===== config.mk =====
export PLATFORM = sky130hd
export DESIGN_NAME = link_align_ctrl
export DESIGN_NICKNAME = d
export VERILOG_FILES = /design/src/rtl/link_align_ctrl.sv
export SDC_FILE = /design/constraint.sdc
export NUM_CORES = 1
export LEC_CHECK = 0
export CAP_MARGIN = 25
export CORE_MARGIN = 1
export CORE_UTILIZATION = 55
export DETAILED_ROUTE_END_ITERATION = 8
export GPL_ROUTABILITY_DRIVEN = 1
export PLACE_DENSITY = 0.86
export SLEW_MARGIN = 20
export SYNTH_ARGS = -nofsm -noshare
export SYNTH_HDL_FRONTEND = slang
export SYNTH_SLANG_ARGS = --single-unit
export TNS_END_PERCENT = 30

===== constraint.sdc =====
create_clock -name clk -period 4.6 [get_ports clk]
set_input_delay 0.46 -clock clk [delete_from_list [all_inputs] [get_ports clk]]
set_output_delay 0.46 -clock clk [all_outputs]
set_load 0.01 [all_outputs]

===== src/rtl/link_align_ctrl.sv =====
// link_align_ctrl: time-shared word-alignment sequencer for an array of
// deserialized input links. Visits links 0..NLINK-1 in turn, slipping the
// selected deserializer until TRAIN_WORD is seen MATCH_CNT times in a row,
// and records a per-link locked/failed result.
//
// Optional build macro: LINK_ALIGN_CTRL_POLARITY_DETECT_EN
//   When defined, the bit-inverted training word also counts as a match and a
//   lock achieved on inverted words raises polarity[] for that link.
//   When undefined, polarity[] stays 0.
module link_align_ctrl #(
  parameter int unsigned          NLINK      = 1,
  parameter int unsigned          WORD_W     = 8,
  parameter logic [WORD_W-1:0]    TRAIN_WORD = WORD_W'(8'hAC),
  parameter int unsigned          MATCH_CNT  = 4,
  parameter int unsigned          SETTLE_CYC = 2,
  localparam int unsigned         IDX_W      = (NLINK > 1) ? $clog2(NLINK) : 1
) (
  input  logic                      clk,
  input  logic                      rst,
  input  logic                      start,
  input  logic [NLINK*WORD_W-1:0]   data_in,
  output logic [NLINK-1:0]          bitslip,
  output logic [IDX_W-1:0]          cur_link,
  output logic                      busy,
  output logic                      done,
  output logic [NLINK-1:0]          locked,
  output logic [NLINK-1:0]          failed,
  output logic [NLINK-1:0]          polarity
);

  localparam int unsigned CNT_W  = 8;
  localparam int unsigned SLIP_W = (WORD_W > 1) ? $clog2(WORD_W) : 1;

  localparam logic [IDX_W-1:0]  LAST_LINK  = IDX_W'(NLINK - 1);
  localparam logic [SLIP_W-1:0] LAST_SLIP  = SLIP_W'(WORD_W - 1);
  localparam logic [CNT_W-1:0]  SETTLE_END = CNT_W'(SETTLE_CYC - 1);
  localparam logic [CNT_W-1:0]  MATCH_END  = CNT_W'(MATCH_CNT);

  typedef enum logic [2:0] {
    IDLE   = 3'd0,
    SETTLE = 3'd1,
    CHECK  = 3'd2,
    SLIP   = 3'd3,
    NEXT   = 3'd4
  } state_t;

  state_t              state_q,      state_d;
  logic [IDX_W-1:0]    cur_link_q,   cur_link_d;
  logic [SLIP_W-1:0]   slip_cnt_q,   slip_cnt_d;
  logic [CNT_W-1:0]    settle_cnt_q, settle_cnt_d;
  logic [CNT_W-1:0]    match_cnt_q,  match_cnt_d;
  logic                inv_q,        inv_d;
  logic [NLINK-1:0]    locked_q,     locked_d;
  logic [NLINK-1:0]    failed_q,     failed_d;
  logic [NLINK-1:0]    polarity_q,   polarity_d;
  logic [NLINK-1:0]    bitslip_q,    bitslip_d;
  logic                done_q,       done_d;
  logic                busy_q,       busy_d;

  logic [WORD_W-1:0]   cur_word;
  logic                is_true;
  logic                is_inv;
  logic                same_type;
  logic [CNT_W-1:0]    match_next;

  // Select the word of the link currently being scanned
  always_comb begin
    cur_word = '0;
    for (int i = 0; i < int'(NLINK); i++) begin
      if (IDX_W'(i) == cur_link_q) begin
        cur_word = data_in[i*WORD_W +: WORD_W];
      end
    end
  end

  // Classify the selected word and compute the running match count
  always_comb begin
    is_true = (cur_word == TRAIN_WORD);
`ifdef LINK_ALIGN_CTRL_POLARITY_DETECT_EN
    is_inv  = (cur_word == ~TRAIN_WORD);
`else
    is_inv  = 1'b0;
`endif
    // A change between true and inverted matches restarts the run at one
    same_type  = (match_cnt_q == '0) || (inv_q == is_inv);
    match_next = same_type ? (match_cnt_q + CNT_W'(1)) : CNT_W'(1);
  end

  // Next-state and next-output logic
  always_comb begin
    state_d      = state_q;
    cur_link_d   = cur_link_q;
    slip_cnt_d   = slip_cnt_q;
    settle_cnt_d = settle_cnt_q;
    match_cnt_d  = match_cnt_q;
    inv_d        = inv_q;
    locked_d     = locked_q;
    failed_d     = failed_q;
    polarity_d   = polarity_q;
    bitslip_d    = '0;
    done_d       = 1'b0;
    busy_d       = 1'b0;

    unique case (state_q)
      IDLE: begin
        if (start) begin
          locked_d     = '0;
          failed_d     = '0;
          polarity_d   = '0;
          cur_link_d   = '0;
          slip_cnt_d   = '0;
          settle_cnt_d = '0;
          state_d      = SETTLE;
        end
      end

      SETTLE: begin
        if (settle_cnt_q == SETTLE_END) begin
          match_cnt_d = '0;
          inv_d       = 1'b0;
          state_d     = CHECK;
        end else begin
          settle_cnt_d = settle_cnt_q + CNT_W'(1);
        end
      end

      CHECK: begin
        if (is_true || is_inv) begin
          match_cnt_d = match_next;
          inv_d       = is_inv;
          if (match_next == MATCH_END) begin
            for (int i = 0; i < int'(NLINK); i++) begin
              if (IDX_W'(i) == cur_link_q) begin
                locked_d[i] = 1'b1;
`ifdef LINK_ALIGN_CTRL_POLARITY_DETECT_EN
                polarity_d[i] = is_inv;
`endif
              end
            end
            state_d = NEXT;
          end
        end else if (slip_cnt_q == LAST_SLIP) begin
          // Every alignment position has been tried on this link
          for (int i = 0; i < int'(NLINK); i++) begin
            if (IDX_W'(i) == cur_link_q) begin
              failed_d[i] = 1'b1;
            end
          end
          state_d = NEXT;
        end else begin
          // Any partial run of matches is discarded by the slip
          match_cnt_d = '0;
          state_d     = SLIP;
        end
      end

      SLIP: begin
        slip_cnt_d   = slip_cnt_q + SLIP_W'(1);
        settle_cnt_d = '0;
        state_d      = SETTLE;
      end

      NEXT: begin
        if (cur_link_q == LAST_LINK) begin
          state_d = IDLE;
        end else begin
          cur_link_d   = cur_link_q + IDX_W'(1);
          slip_cnt_d   = '0;
          settle_cnt_d = '0;
          state_d      = SETTLE;
        end
      end

      default: begin
        state_d = IDLE;
      end
    endcase

    // Registered outputs reflect the state being entered
    for (int i = 0; i < int'(NLINK); i++) begin
      bitslip_d[i] = (state_d == SLIP) && (IDX_W'(i) == cur_link_d);
    end
    done_d = (state_d == NEXT) && (cur_link_d == LAST_LINK);
    busy_d = (state_d != IDLE);
  end

  // State and output registers with synchronous reset
  always_ff @(posedge clk) begin
    if (rst) begin
      state_q      <= IDLE;
      cur_link_q   <= '0;
      slip_cnt_q   <= '0;
      settle_cnt_q <= '0;
      match_cnt_q  <= '0;
      inv_q        <= 1'b0;
      locked_q     <= '0;
      failed_q     <= '0;
      polarity_q   <= '0;
      bitslip_q    <= '0;
      done_q       <= 1'b0;
      busy_q       <= 1'b0;
    end else begin
      state_q      <= state_d;
      cur_link_q   <= cur_link_d;
      slip_cnt_q   <= slip_cnt_d;
      settle_cnt_q <= settle_cnt_d;
      match_cnt_q  <= match_cnt_d;
      inv_q        <= inv_d;
      locked_q     <= locked_d;
      failed_q     <= failed_d;
      polarity_q   <= polarity_d;
      bitslip_q    <= bitslip_d;
      done_q       <= done_d;
      busy_q       <= busy_d;
    end
  end

  assign bitslip  = bitslip_q;
  assign cur_link = cur_link_q;
  assign busy     = busy_q;
  assign done     = done_q;
  assign locked   = locked_q;
  assign failed   = failed_q;
  assign polarity = polarity_q;

endmodule


=== Word-level counts from Yosys, hierarchy flattened ===
Index checks and enable logic that the tools add are counted.

* Register bits: 29
* Input bits: 11
* Output and inout bits: 7
* Word-level logic and storage cells: 87

* Add/sub/neg operators: 4
* Equal/unequal tests: 20
* Mux-type cells: 34
* Bitwise gates (word level): 2
* Reduce and logical (&&, ||, !) cells: 16

{| class="wikitable"
|+ Operator list
! operator !! number
|-
| 8-bit 2-to-1 mux || 8
|-
| 8-bit one-hot mux with 4 select lines || 1
|-
| 3-bit 2-to-1 mux || 7
|-
| 2-bit != test, second input constant || 9
|-
| 8-bit by 1-bit adder with 8-bit output, second input constant || 2
|-
| 8-bit one-hot mux with 2 select lines || 1
|-
| 3-bit one-hot mux with 5 select lines || 1
|-
| 1-bit 2-to-1 mux || 11
|-
| 5-bit AND reduction || 2
|-
| 3-bit by 2-bit equality test with 1-bit output, second input constant || 3
|-
| 3-bit equality test, second input constant || 3
|-
| 3-bit one-hot mux with 3 select lines || 1
|-
| 3-bit AND reduction || 3
|-
| 8-bit by 1-bit equality test with 1-bit output, second input constant || 1
|-
| 8-bit by 3-bit equality test with 1-bit output, second input constant || 1
|-
| 8-bit equality test, second input constant || 1
|-
| 8-bit logical NOT || 1
|-
| 1-bit one-hot mux with 2 select lines || 4
|-
| 3-bit nonzero test || 2
|-
| 4-bit AND reduction || 1
|-
| 2-bit nonzero test || 2
|-
| 4-bit nonzero test || 1
|-
| 3-bit by 1-bit adder with 3-bit output, second input constant || 1
|-
| 3-bit by 1-bit equality test with 1-bit output, second input constant || 1
|-
| other kinds (6) || 8
|}

=== Logic depth before layout (Yosys ltp) ===
* Depth after elaboration: 9
* Gate-level depth with buffers: 8
* Mapped depth without buffers: 7

=== Worst setup path after synthesis ===
Ideal clock, no wire load.

* Path type: reg2reg
* Start point: register state_q[1]
* End point: register match_cnt_q[6]
* Arrival: 2.058 ns
* Required time: 4.529 ns
* Setup slack: 2.472 ns
* Cell stages (with the launch flop): 6
* Path buffers: 1
* Period minus slack after synthesis: 2.128 ns
* Cell sequence: dfxtp_1 > or3b_1 > buf_2 > or4b_4 > or4b_1 > a21oi_1

* Cells in the longest elaborated chain, start to end: 3

{| class="wikitable"
|+ Ends and longest elaborated chain
! element !! line !! RTL
|-
| start: declaration || 47 || <nowiki>state_t state_q, state_d;</nowiki>
|-
| start signal: assignment || 203 || <nowiki>state_q <= state_d;</nowiki>
|-
| 3-bit by 2-bit equality test with 1-bit output / 3-bit by 1-bit equality test with 1-bit output (equally long branches) || 104 || <nowiki>unique case (state_q)</nowiki>
|-
| 3-bit != test (no line), or another cell as far along || - ||
|-
| 3-bit AND reduction (no line) || - ||
|-
| end signal: assignment || 207 || <nowiki>match_cnt_q <= match_cnt_d;</nowiki>
|-
| end: declaration || 51 || <nowiki>logic [CNT_W-1:0] match_cnt_q, match_cnt_d;</nowiki>
|}

Several ways; a longest one is shown, not always the timed one.
A chain may end at the register's enable or synchronous reset.

=== Worst setup path in the final report ===
* Start point: register state_q[1]
* End point: register match_cnt_q[7]

The elaborated chain is that of the path after synthesis.

==> impl_metrics.json <==
{
  "synth_edf_count": 0,
  "avgSynthCellArea_um2": 8.639,
  "worst_clock_skew_ns": 0.01066,
  "die_w_um": 53.37,
  "synth_most_common_cell": "dfxtp_1",
  "irDropWorstVdd_mv": 0.2170,
  "drtIter0Drc": 30,
  "synthTopCellsByCount": "dfxtp_1 (28), nor2_1 (25), a21oi_1 (16), o21ai_0 (11)",
  "cts_setup_buffers": 0,
  "antenna_found_initial": 0,
  "worst_ep_arrival_time_ns": 2.59,
  "synth_cell_types": 45,
  "setup_tns_ns": 0,
  "multi_input_area_um2": 840.8,
  "synthTopCellsByArea": "dfxtp_1 (39%), nor2_1 (6.5%), a21oi_1 (5.5%)",
  "max_stage_delay_ns": 0.67,
  "min_period_over_period": 0.5201,
  "cts_max_path_buffers": 2,
  "place_inst": 207,
  "finalSetupViolCount": 0,
  "crit_chain": "or3b_1, or4b_4, o211a_1, o21ai_0, a21oi_1",
  "crit_path_start_kind": "flip-flop",
  "insertedDiodeCount": 0,
  "dp_hpwl_um": 2197,
  "vias_per_cell": 5.976,
  "yosysTopAreaCellShare": 0.3862,
  "firstDrtPassIters": 4,
  "io_buffers": 16,
  "ff_latch_area_um2": 560.5,
  "hold_ws_ns": 0.5006,
  "io_pins": 18,
  "n_fill_cell": 196,
  "worst_slew_pin_slew_ns": 0.7581,
  "yosysSeqAreaShare": 0.3862,
  "min_path_type": "reg -> reg",
  "grt-ovfl-total": 0,
  "numClockSinks": 28,
  "power_density_nw_per_um2": 282.5,
  "yosysTopAreaCell": "dfxtp_1",
  "hold_viol": 0,
  "drtAntennaViolNets": 0,
  "final_cells": 211,
  "cts-buffers-inserted": 3,
  "synthCells": 168,
  "grt_max_degree": 24,
  "cp.required_ns": 4.79,
  "cts_tree": "built",
  "wl_per_cell_um": 13.84,
  "h-tree-depth": 1,
  "wirelength_um": 2920,
  "gr-usage-all-layers": 0.2270,
  "maxCapViolCount": 0,
  "root_buffer": "clkbuf_4",
  "synth_warnings": 0,
  "yosys_register_bits": 28,
  "worstSetupPathType": "reg -> reg",
  "initial_core_util": 0.5859,
  "outcome": "completed",
  "rsz0062_at_grt": "false",
  "fp.dieH_um": 53.37,
  "insertion_delay_ns": 0.33,
  "die_area_um2": 2848,
  "clk_pin_slew_ns": 0.15,
  "core_area_um2": 2477,
  "hold_buffers": 0,
  "period_minus_slack_ns": 2.393,
  "post_cts_resized": 0,
  "finalMaxSlewViolations": 0,
  "cp_top_family": "simple AND/OR/NAND/NOR gates",
  "synth_nets": 185,
  "critPathSlowestCell": "or4b_4",
  "nNetsFinal": 199,
  "finalWeightedCongestion": 0.8131,
  "grt_pass1_wl_um": 4726,
  "async_flop_share": 0,
  "crit_buf_inv": 0,
  "syn_area_um2": 1451,
  "drc_errors": 0,
  "fmax_mhz": 417.9,
  "dr_total_vias": 1261,
  "drive_gt1_frac": 0.06077,
  "synthFlopType": "dfxtp_1",
  "grt_pass1_vias": 1121,
  "rows": 18,
  "slew-limit-headroom": 0.4930,
  "path_max_fanout": 15,
  "area_delta_synth_final_pct": 14.05,
  "p_leak_nw": 0.6110,
  "crit_path_end_kind": "flip-flop"
}
## per-layer routing
layer	up-vias	wire (µm)	global-route usage
li1	642	-	-
met1	590	1378	0.2795
met2	25	1419	0.3979
met3	4	95	0.03736
met4	0	27	0.06579
met5	-	0	0
## layout make-up
type / count / area share
Multi-Input combinational cell: 132 / 0.5079
Inverter: 1 / 0.002268
Clock inverter: 1 / 0.01814
Clock buffer: 3 / 0.01361
Timing Repair Buffer: 16 / 0.09675
Sequential cell: 28 / 0.3386
Tap cell: 30 / 0.02268
## stage by stage
| step | area (µm²) | util | worst slack, ns | total power [W] |
|---|---|---|---|---|
| 2_1_floorplan | 1451 | - | 2.472 | 0.0002915 |
| 3_3_place_gp | 1603 | 0.6470 | 2.155 | 0.0003095 |
| 3_5_place_dp | 1603 | 0.6470 | 2.053 | 0.0003113 |
| 4_1_cts | 1655 | 0.6682 | 2.223 | 0.0004710 |
| 5_1_grt | 1655 | 0.6682 | 2.098 | 0.0004878 |
| 6_report | 1655 | 0.6682 | 2.207 | 0.0004676 |
## power breakdown
group / internal (W) / switching [W]
logic: 0.0000225 / 0.0000317
clock network: 0.0000882 / 0.0000725
registers: 0.000248 / 0.00000502
total: 0.000358 / 0.000109
## worst min-delay path: cells and delay by family, from the launching register on
kind | cells | cell delay [ns]
AO/OA/AOI/OAI | 1 | 0.05
flip-flops | 1 | 0.37
AND/OR/NAND/NOR | 1 | 0.06
## final timing paths
path	start	slack (ns)	depth (start not counted)	end
setup / recovery	state_q[1]	2.21	5	match_cnt_q[7]
hold / removal	settle_cnt_q[1]	0.50	2	settle_cnt_q[1]
setup reg to reg	state_q[1]	2.21	5	match_cnt_q[7]
hold reg to reg	settle_cnt_q[1]	0.50	2	settle_cnt_q[1]
## sequential cells by signal, indices dropped and copies added (netlist names)
name	count
match_cnt_q	8
settle_cnt_q	8
slip_cnt_q	3
state_q	3
bitslip	1
busy	1
cur_link	1
done	1
failed	1
locked	1
## kinds of logic (layout without fill, tap and decap cells)
group	Yosys count	after routing	share of synthesized area
AO/OA/AOI/OAI	44	44	0.1862
XOR/XNOR	8	8	0.04827
multiplexers	1	1	0.006897
AND/OR/NAND/NOR	72	72	0.2836
flip-flops	28	28	0.3862
buffers and inverters	8	21	0.03448
adder cells (fa/ha/maj)	6	6	0.05172
other	1	1	0.002584
## cell usage in the layout (no fill, tap or decap), types with 2 or more instances in the layout
master,n
clkbuf_4,3
nor4b_1,2
nand2_1,6
o21ai_0,11
xor2_1,4
nor4_1,3
or3_1,2
dfxtp_1,28
a211oi_1,5
clkdlybuf4s50_1,16
nor2_1,25
a31oi_1,3
ha_1,6
or3b_2,3
and3_1,4
and2_1,2
a21oi_1,16
nor3_1,2
or3b_1,3
a311oi_1,2
nand2b_1,4
a32oi_1,2
nand3_1,4
nor2b_1,2
xnor2_1,4
Note: power is estimated with default switching activity, not from simulation.
